### src/rtl/keypad_scan_ctrl.sv
`default_nettype none
// ============================================================================
// Module   : keypad_scan_ctrl
// Brief    : 4x3 matrix keypad scanner with press/release debounce and decode.
// Revision : 1.0 - initial release
// ============================================================================
module keypad_scan_ctrl #(
  parameter int SCAN_DIV     = 4,
  parameter int DEBOUNCE_CNT = 3
) (
  input  logic       clk,
  input  logic       rst_n,
  input  logic [3:0] Rows,
  output logic [2:0] Cols,
  output logic [3:0] Num,
  output logic       Enable,
  output logic       KeyHeld
);

  localparam int            c_DW        = (SCAN_DIV > 2) ? $clog2(SCAN_DIV) : 1;
  localparam logic [c_DW-1:0] c_DWELL_MAX = c_DW'(SCAN_DIV - 1);
  localparam logic [7:0]    c_DB        = 8'(DEBOUNCE_CNT);

  typedef enum logic [1:0] {
    ST_SCAN     = 2'd0,
    ST_DEBOUNCE = 2'd1,
    ST_PRESSED  = 2'd2
  } state_t;

  state_t          r_state, w_state_nx;
  logic [3:0]      r_rows_meta, r_rows_sync;
  logic [c_DW-1:0] r_dwell;
  logic [2:0]      r_cols, w_cols_nx;
  logic [3:0]      r_row, w_row_nx;
  logic [7:0]      r_match, w_match_nx;
  logic [7:0]      r_rel, w_rel_nx;
  logic [3:0]      r_num, w_num_nx;
  logic            r_enable, w_enable_nx;
  logic            r_keyheld, w_keyheld_nx;

  logic            w_tick;
  logic            w_onehot;
  logic [2:0]      w_cols_adv;
  logic [7:0]      w_match_inc;
  logic [7:0]      w_rel_inc;
  logic [3:0]      w_code;

  assign w_tick      = (r_dwell == c_DWELL_MAX);
  assign w_onehot    = (r_rows_sync != 4'd0) &&
                       ((r_rows_sync & (r_rows_sync - 4'd1)) == 4'd0);
  assign w_cols_adv  = {r_cols[1:0], r_cols[2]};
  assign w_match_inc = r_match + 8'd1;
  assign w_rel_inc   = r_rel + 8'd1;

  // Column is still the one the stored row was seen on, so decode from r_cols.
  always_comb begin
    w_code = 4'h0;
    case (r_row)
      4'b0001: w_code = r_cols[0] ? 4'h1 : (r_cols[1] ? 4'h2 : 4'h3);
      4'b0010: w_code = r_cols[0] ? 4'h4 : (r_cols[1] ? 4'h5 : 4'h6);
      4'b0100: w_code = r_cols[0] ? 4'h7 : (r_cols[1] ? 4'h8 : 4'h9);
      4'b1000: w_code = r_cols[0] ? 4'hA : (r_cols[1] ? 4'h0 : 4'hB);
      default: w_code = 4'h0;
    endcase
  end

  always_comb begin
    w_state_nx   = r_state;
    w_cols_nx    = r_cols;
    w_row_nx     = r_row;
    w_match_nx   = r_match;
    w_rel_nx     = r_rel;
    w_num_nx     = r_num;
    w_enable_nx  = 1'b0;
    w_keyheld_nx = r_keyheld;
    if (w_tick) begin
      case (r_state)
        ST_SCAN: begin
          if (w_onehot) begin
            w_row_nx   = r_rows_sync;
            w_match_nx = 8'd1;
            w_rel_nx   = 8'd0;
            w_state_nx = ST_DEBOUNCE;
          end else begin
            w_cols_nx = w_cols_adv;
          end
        end
        ST_DEBOUNCE: begin
          if (r_rows_sync == r_row) begin
            w_match_nx = w_match_inc;
            if (w_match_inc == c_DB) begin
              w_num_nx     = w_code;
              w_enable_nx  = 1'b1;
              w_keyheld_nx = 1'b1;
              w_rel_nx     = 8'd0;
              w_state_nx   = ST_PRESSED;
            end
          end else begin
            w_match_nx = 8'd0;
            w_cols_nx  = w_cols_adv;
            w_state_nx = ST_SCAN;
          end
        end
        ST_PRESSED: begin
          if (r_rows_sync == 4'd0) begin
            w_rel_nx = w_rel_inc;
            if (w_rel_inc == c_DB) begin
              w_rel_nx     = 8'd0;
              w_match_nx   = 8'd0;
              w_keyheld_nx = 1'b0;
              w_cols_nx    = w_cols_adv;
              w_state_nx   = ST_SCAN;
            end
          end else begin
            w_rel_nx = 8'd0;
          end
        end
        default: begin
          w_state_nx = ST_SCAN;
          w_cols_nx  = 3'b001;
        end
      endcase
    end
  end

  always_ff @(posedge clk or negedge rst_n) begin
    if (!rst_n) begin
      r_state     <= ST_SCAN;
      r_rows_meta <= 4'd0;
      r_rows_sync <= 4'd0;
      r_dwell     <= '0;
      r_cols      <= 3'b001;
      r_row       <= 4'd0;
      r_match     <= 8'd0;
      r_rel       <= 8'd0;
      r_num       <= 4'h0;
      r_enable    <= 1'b0;
      r_keyheld   <= 1'b0;
    end else begin
      r_rows_meta <= Rows;
      r_rows_sync <= r_rows_meta;
      r_dwell     <= w_tick ? '0 : r_dwell + 1'b1;
      r_state     <= w_state_nx;
      r_cols      <= w_cols_nx;
      r_row       <= w_row_nx;
      r_match     <= w_match_nx;
      r_rel       <= w_rel_nx;
      r_num       <= w_num_nx;
      r_enable    <= w_enable_nx;
      r_keyheld   <= w_keyheld_nx;
    end
  end

  assign Cols    = r_cols;
  assign Num     = r_num;
  assign Enable  = r_enable;
  assign KeyHeld = r_keyheld;

endmodule
`default_nettype wire

### config.mk
export PLATFORM = sky130hd
export DESIGN_NAME = keypad_scan_ctrl
export DESIGN_NICKNAME = d
export VERILOG_FILES = /design/src/rtl/keypad_scan_ctrl.sv
export SDC_FILE = /design/constraint.sdc
export NUM_CORES = 1
export LEC_CHECK = 0
export CAP_MARGIN = 20
export CORE_MARGIN = 5
export CORE_UTILIZATION = 40
export CTS_CLUSTER_DIAMETER = 200
export DETAILED_ROUTE_END_ITERATION = 6
export SYNTH_ARGS = -nofsm -noshare
export SYNTH_HDL_FRONTEND = slang
export SYNTH_SLANG_ARGS = --single-unit
### constraint.sdc
create_clock -name clk -period 4.4 [get_ports clk]
set_input_delay 1.1 -clock clk [delete_from_list [all_inputs] [get_ports clk]]
set_output_delay 1.1 -clock clk [all_outputs]
set_load 0.02 [all_outputs]
# --- Word-level counts from Yosys, hierarchy flattened ---
# Cells that the tools add are included.
totals:
  input_bits: 6
  register_bits: 41
  elab_cells: 89
  out_inout_bits: 9
op_classes:
  mux: 41
  n_reduce_logical: 14
  eq_ne: 18
  addsub: 4
  bitwise: 1
op_table:
  columns: ["operator", "count"]
  rows:
  - ["$mux W8", 9]
  - ["$pmux W8 S3", 2]
  - ["$reduce_and A5 Y1", 4]
  - ["$mux W2", 9]
  - ["$add A8 B1 Y8 const B", 2]
  - ["$eq A8 B2 Y1 const B", 2]
  - ["$pmux W4 S4", 1]
  - ["$ne A2 B2 Y1 const B", 7]
  - ["$mux W3", 4]
  - ["$mux W4", 3]
  - ["$mux W1", 10]
  - ["$pmux W3 S3", 1]
  - ["$logic_not A4 Y1", 2]
  - ["$pmux W2 S3", 1]
  - ["$reduce_and A6 Y1", 1]
  - ["$and A4 B4 Y4", 1]
  - ["$eq A2 B2 Y1 const B", 2]
  - ["$eq A4 B1 Y1 const B", 1]
  - ["$eq A4 B2 Y1 const B", 1]
  - ["$eq A4 B3 Y1 const B", 1]
  - ["$eq A4 B4 Y1", 1]
  - ["$eq A4 B4 Y1 const B", 1]
  - ["$reduce_and A4 Y1", 1]
  - ["$reduce_bool A4 Y1", 1]
  - ["other kinds (10)", 10]

# --- Depth between registers and ports, before layout ---
# Gate-level depths: netlist (run 1).
logic_depth:
  word_depth: 6
  depth_mapped: 8
  depth_no_buf: 7

# --- Least setup slack after synthesis (run 1) ---
# Ideal clock, no wire load.
synth_path:
  path_type: "reg-to-reg"
  from: "register r_rel[0]"
  to: "register r_cols[1] (netlist: Cols[1])"
  setup_time_ps: 125
  stages_incl_launch_ff: 8
  required_time_ps: 4275
  path_buffers: 0
  slack_ps: 1912
  synth_period_minus_slack_ps: 2488
  t_arrival_ps: 2363
  cell_sequence: "dfrtp_1 > ha_1 > and3b_1 > o21bai_1 > a221oi_1 > a41oi_1 > a211oi_1 > mux2_2"
synth_between:
  elab_chain_len: 4
synth_rtl:
  columns: ["element", "line_no", "text"]
  rows:
  - ["from (decl)", "36", "logic [7:0] r_rel, w_rel_nx;"]
  - ["from (signal assigned)", "147", "r_rel <= w_rel_nx;"]
  - ["$add A8 B1 Y8", "53", "assign w_rel_inc = r_rel + 8'd1;"]
  - ["$eq A8 B2 Y1", "107", "if (w_rel_inc == c_DB) begin"]
  - ["$ne A2 B2 Y1 (no source line)", null, null]
  - ["$reduce_and A5 Y1 (no source line)", null, null]
  - ["to (signal assigned)", "144", "r_cols <= w_cols_nx;"]
  - ["to (decl)", "33", "logic [2:0] r_cols, w_cols_nx;"]
# No other way between the ends.
# A chain may end at the register's enable or synchronous reset.

# --- Worst setup path after layout (run 1) ---
layout_path:
  from: "register r_match[0]"
  to: "register r_rel[5]"
layout_between:
  elab_chain_len: 4
layout_rtl:
  columns: ["element", "line_no", "text"]
  rows:
  - ["from (decl)", "35", "logic [7:0] r_match, w_match_nx;"]
  - ["from (signal assigned)", "146", "r_match <= w_match_nx;"]
  - ["$add A8 B1 Y8", "52", "assign w_match_inc = r_match + 8'd1;"]
  - ["$eq A8 B2 Y1", "91", "if (w_match_inc == c_DB) begin"]
  - ["$ne A2 B2 Y1 (no source line)", null, null]
  - ["$reduce_and A5 Y1 (no source line)", null, null]
# No other way between the ends.

==> results of run 1 <==
## registers in the layout, indices dropped and copies added (netlist names)
| signal | flops |
|---|---|
| r_match | 8 |
| r_rel | 8 |
| Num | 4 |
| r_row | 4 |
| r_rows_meta | 4 |
| r_rows_sync | 4 |
| Cols | 3 |
| r_dwell | 2 |
| r_state | 2 |
| Enable | 1 |
| KeyHeld | 1 |
## worst min-delay path by stage
stage	start	end
after global placement	r_rows_meta[0]	r_rows_sync[0]
after global routing	r_rows_meta[3]	r_rows_sync[3]
after detailed placement	r_rows_meta[3]	r_rows_sync[3]
final	r_rows_meta[3]	r_rows_sync[3]
after floorplan	r_rows_meta[0]	r_rows_sync[0]
after CTS	r_rows_meta[3]	r_rows_sync[3]
## worst reg2reg max path: stages, from the launching register on
cell and delay [ps]:
dfrtp_1 450, ha_1 300, xor2_1 170, or4_4 440, a221oi_2 310, a31oi_1 360
or3_1 590, o31ai_1 260
## through the flow
stage	power, mW	hold slack, ps	instance area (um2)	setup WS, ps
floorplan	0.630	331	2340	1910
global placement	0.674	331	2530	1510
detailed placement	0.681	335	2530	1470
CTS	0.958	357	2620	1450
global route	1.01	368	2620	1190
finish	0.947	354	2620	1430
## final cells by class
type / count / share of cell area, %
Clock inverter: 3 / 1.10
Inverter: 12 / 1.72
Timing Repair Buffer: 14 / 5.15
Tap cell: 72 / 3.43
Multi-Input combinational cell: 186 / 46.8
Sequential cell: 41 / 39.2
Clock buffer: 5 / 2.62
## cell families after synthesis
| group | Yosys count |
|---|---|
| fa+ha+maj | 9 |
| xor+xnor | 10 |
| flops | 41 |
| simple gates | 90 |
| compound gates | 66 |
| buf+inv | 21 |
| mux | 11 |
## power by group through the flow
stage	clock network [mW]	registers (mW)	logic [mW]
6_report	0.272	0.472	0.203
5_1_grt	0.300	0.479	0.229
4_1_cts	0.282	0.471	0.204
3_5_place_dp	0	0.479	0.202
3_3_place_gp	0	0.475	0.199
2_1_floorplan	0	0.433	0.197
## cells in the mapped netlist, drive strengths merged, types with 2 or more instances
master | instances | share of area, %
a221oi | 2 | 1.0
o21bai | 2 | 0.64
nor4 | 5 | 1.3
clkbuf | 7 | 1.1
o41ai | 2 | 0.75
mux2 | 9 | 4.3
a21oi | 7 | 1.5
a211oi | 4 | 1.3
o2bb2ai | 2 | 0.75
a211o | 2 | 0.75
and3 | 5 | 1.3
xor2 | 8 | 3.0
or4 | 3 | 1.1
and2 | 2 | 0.54
or3 | 2 | 0.54
o31ai | 7 | 2.2
nand4 | 4 | 1.1
nand3 | 14 | 3.0
nor2 | 16 | 2.6
a41oi | 2 | 0.75
a21o | 2 | 0.64
buf | 2 | 0.43
o211ai | 2 | 0.64
inv | 12 | 1.9
nor2b | 3 | 0.80
nand2 | 20 | 3.3
a31oi | 3 | 0.80
nand2b | 6 | 1.6
o21ai | 21 | 4.5
o22ai | 3 | 0.80
mux2i | 2 | 0.86
xnor2 | 2 | 0.75
ha | 9 | 4.8
dfrtp | 40 | 43
nor3 | 6 | 1.3
## layout by cell type (no fill, tap or decap), types with 3 or more instances in the layout
cell / n
inv_1: 12
nand4_1: 4
clkdlybuf4s50_1: 13
o22ai_1: 3
ha_1: 9
a21oi_1: 7
mux2_2: 9
dfrtp_1: 40
nand2b_1: 6
nor2_1: 16
nor2b_1: 3
o31ai_1: 7
xor2_1: 8
a31oi_1: 3
nor3_1: 6
nand2_1: 19
nand3_1: 14
and3_1: 5
clkbuf_8: 5
o21ai_0: 21
a211oi_1: 4
nor4_1: 5
## layer usage
| layer | vias up | global-route usage, % | wire length [um] |
|---|---|---|---|
| li1 | 944 | - | - |
| met1 | 911 | 19.9 | 2460 |
| met2 | 31 | 22.0 | 2180 |
| met3 | 8 | 3.71 | 188 |
| met4 | 0 | 5.95 | 80 |
| met5 | - | 0 | 0 |
==> out/metrics.cfg, run 1 <==
[outcome]
status = finished clean

[critical_path]
cp_num_buf_inv = 0
required_ps = 4610
cp_max_fo = 12
r2r_slack_ps = 1430
path_class = reg -> reg
crit_family = simple AND/OR/NAND/NOR gates
arrival_ps = 3180
crit_cells = 7
setup.worst_path.start = r_match[0]
endpoint_kind = flop
start_kind = flop
worstReg2RegStart = r_match[0]
cpPeakStageDelay_ps = 590
r2r_cells = 7
crit_end = r_rel[5]
cp_slowest_cell = or3_1
r2r-end = r_rel[5]
worstPathCellList = ha_1 -> xor2_1 -> or4_4 -> a221oi_2 -> a31oi_1 -> or3_1 -> o31ai_1

[power]
p_switching_mw = 0.333
power_frac_comb_pct = 21.5
clkPwrFrac_pct = 28.7
intPower_mw = 0.614
worst_ir_drop_vdd_mv = 0.209
powerDensity_nw_per_um2 = 361
pwr-share-seq_pct = 49.8
p_leak_nw = 1.09
p_sw_share_pct = 35.2

[detailed_routing]
num_vias = 1894
initialDrtViolationCount = 105
route.detailed.drc = 0
drt-wirelength-per-cell_um = 14.8
ant_nets = 0
first_pass_iters = 4
vias_per_cell = 5.69
wirelength_um = 4920

[logic_synthesis]
synth_fa_ha_area_share_pct = 4.82
ys_ff_latch = 41
synth.avg_cell_area_um2 = 9.42
synth-compound-area-share_pct = 19.0
synth_cell_types = 48
synthMuxAreaShare_pct = 5.19
syn_nets = 263
synthXorXnorAreaFrac_pct = 3.75
synth_area_um2 = 2340
yosysSeqAreaShare_pct = 44.0
synth_top_family_by_area = simple AND/OR/NAND/NOR gates
yosysWarningCount = 0
synth-simple-area-share_pct = 19.9
ys.flop_type = dfrtp_1
postSynth.asyncResetShare_pct = 100
synth_cells = 248
synth_edf_count = 0

[final_layout]
fillers = 568
regArea_um2 = 1030
drive_gt1_share_pct = 8.81
antenna_cells = 0
syn2layout_area_growth_pct = 12.3
final_util_pct = 46.8
stdcell_count = 333
multiInputGateArea_um2 = 1230
nets = 275

[global_route]
grt_max_degree = 42
antenna_found_initial = 0
grt_pass1_vias = 1873
grt-ovfl-total = 0
track_usage_pct = 14.6
grt_pass1_wl_um = 8780

[sta]
hold_viol = 0
final-setup-viol-count = 0
rsz0062_at_grt = false
period_minus_slack_ps = 2970
max_freq_mhz = 337
worstMarginPinSlew_ps = 921
slew_viol_final = 0
finalSetupTns_ps = 0
worst_clock_skew_ps = 5.87
slew-limit-headroom_pct = 38.0
finalCritPeriodShare_pct = 67.4

[floorplanning]
die_w_um = 86.4
start_util_pct = 41.7
die_h_um = 86.4
dieArea_um2 = 7470
rows = 27
coreArea_um2 = 5610
pin_count = 15

[clock_network]
htree_levels = 2
root_buffer = clkbuf_8
postCtsHoldBufs = 0
cts_buffer_depth = 2
clock-sinks = 41
clk_latency_ps = 300
cts_tree = built
cts_resized = 0
cts_buffers = 5
path_clk_slew_ps = 90
post-cts-setup-buffer-count = 0

[placed_design]
gp_congestion = 0.835
placedCellCount = 325
io_buffers = 14
post-dp-hpwl_um = 3490

[min_path]
worst_hold_path.num_cells = 0
min_path_type = reg -> reg

[job]
drv_cap = 0

No activity file was read; power rests on OpenSTA's default activity.
==> inputs of run 2 (changes only) <==
==> constraint.sdc (replaced) <==
create_clock -name clk -period 3.1 [get_ports clk]
set_input_delay 0.775 -clock clk [delete_from_list [all_inputs] [get_ports clk]]
set_output_delay 0.775 -clock clk [all_outputs]
set_load 0.02 [all_outputs]
==> out/metrics.cfg, run 2 (synthesis results as in run 1) <==
[final_layout]
top_regs = r_match: 8 flops, r_rel: 8 flops
final_common_cell = dfrtp_1
fillers = 558
nets = 280
regArea_um2 = 1030
multiInputGateArea_um2 = 1230
syn2layout_area_growth_pct = 13.7
layout_common_cells = dfrtp_1 (40), o21ai_0 (21), nand2_1 (19)
antenna_cells = 0
drive_gt1_share_pct = 10.2

[sta]
worstMarginPinSlew_ps = 908
final-setup-viol-count = 0
period_minus_slack_ps = 2670
worst_clock_skew_ps = 3.36
rsz0062_at_grt = false
hold_viol = 0
slew-limit-headroom_pct = 39.5
finalSetupTns_ps = 0
max_freq_mhz = 374
slew_viol_final = 0
finalCritPeriodShare_pct = 86.2

[critical_path]
r2r-end = Cols[1]
endpoint_kind = flop
crit_cells = 7
crit_end = Cols[1]
crit_top_cell = a211oi_1
r2r_cells = 7
path_class = reg -> reg
cp_max_fo = 7
arrival_ps = 2850
cpPeakStageDelay_ps = 570
crit_family = compound AO/OA/AOI/OAI gates
start_kind = flop
r2r_slack_ps = 430
cp_num_buf_inv = 0
cp_slowest_cell = a211oi_1
required_ps = 3280
worstPathCellList = ha_1 -> and3_1 -> a211oi_1 -> a41o_1 -> a41oi_1 -> a211oi_1 -> mux2_2
setup.worst_path.start = r_rel[0]
worstReg2RegStart = r_rel[0]

[power]
p_sw_share_pct = 32.6
p_switching_mw = 0.430
p_leak_nw = 1.11
power_frac_comb_pct = 22.4
clkPwrFrac_pct = 27.0
total_power_mw = 1.32
powerDensity_nw_per_um2 = 497
pwr-share-seq_pct = 50.6
intPower_mw = 0.890
worst_ir_drop_vdd_mv = 0.288

[detailed_routing]
first_pass_iters = 4
num_vias = 1922
route.detailed.drc = 0
initialDrtViolationCount = 69
vias_per_cell = 5.69
drt-wirelength-per-cell_um = 14.5
ant_nets = 0
wirelength_um = 4890

[clock_network]
postCtsHoldBufs = 0
cts_buffer_depth = 2
cts_tree = built
path_clk_slew_ps = 80
post-cts-setup-buffer-count = 0
htree_levels = 2
clk_latency_ps = 290
clock-sinks = 41
root_buffer = clkbuf_8
cts_buffers = 5
cts_resized = 0

[floorplanning]
dieArea_um2 = 7470
pin_count = 15
die_w_um = 86.4
start_util_pct = 41.7
rows = 27
coreArea_um2 = 5610
die_h_um = 86.4

[job]
drv_cap = 0

[global_route]
grt-ovfl-total = 0
track_usage_pct = 14.3
grt_max_degree = 42
grt_pass1_wl_um = 8590
antenna_found_initial = 0
grt_pass1_vias = 1787

[placed_design]
gp_congestion = 0.861
post-dp-hpwl_um = 3480
io_buffers = 14

[min_path]
min_path_type = reg -> reg

[outcome]
status = finished clean

[run 2: power by group through the flow]
stage | registers (mW) | logic (mW) | clock network, mW
2_1_floorplan | 0.615 | 0.280 | 0
3_3_place_gp | 0.676 | 0.293 | 0
3_5_place_dp | 0.678 | 0.296 | 0
4_1_cts | 0.668 | 0.297 | 0.374
5_1_grt | 0.677 | 0.341 | 0.396
6_report | 0.668 | 0.295 | 0.357
[run 2: worst min path at each step]
| stage | from | endpoint | cells past startpoint |
|---|---|---|---|
| 6_report | r_rows_meta[2] | r_rows_sync[2] | 0 |
| 5_1_grt | r_rows_meta[2] | r_rows_sync[2] | 0 |
| 4_1_cts | r_rows_meta[2] | r_rows_sync[2] | 0 |
| 3_5_place_dp | r_rows_meta[1] | r_rows_sync[1] | 0 |
| 3_3_place_gp | r_rows_meta[3] | r_rows_sync[3] | 0 |
| 2_1_floorplan | r_rows_meta[0] | r_rows_sync[0] | 0 |
[run 2: cell type report]
class	count	share of cell area (%)
clock buffer	7	3.25
clock inverter	1	0.282
inverter	12	1.69
multi-input combinational	186	46.2
sequential	41	38.7
tap	72	3.39
timing repair buffer	19	6.50
[run 2: stage by stage]
| stage | hold slack, ps | utilization [%] | setup WS, ps | instance area, um2 | cells |
|---|---|---|---|---|---|
| 2_1_floorplan | 331 | - | 612 | 2340 | 248 |
| 3_3_place_gp | 333 | 45.7 | 503 | 2560 | 330 |
| 3_5_place_dp | 338 | 45.7 | 426 | 2560 | 330 |
| 4_1_cts | 357 | 47.4 | 430 | 2660 | 338 |
| 5_1_grt | 359 | 47.4 | 210 | 2660 | 338 |
| 6_report | 355 | 47.4 | 428 | 2660 | 338 |
[run 2: routing by layer]
layer | GRT usage, % | vias up | wire [um]
li1 | - | 944 | -
met4 | 3.82 | 0 | 41
met3 | 3.33 | 4 | 176
met2 | 22.5 | 26 | 2250
met1 | 19.9 | 948 | 2420
met5 | 0 | - | 0
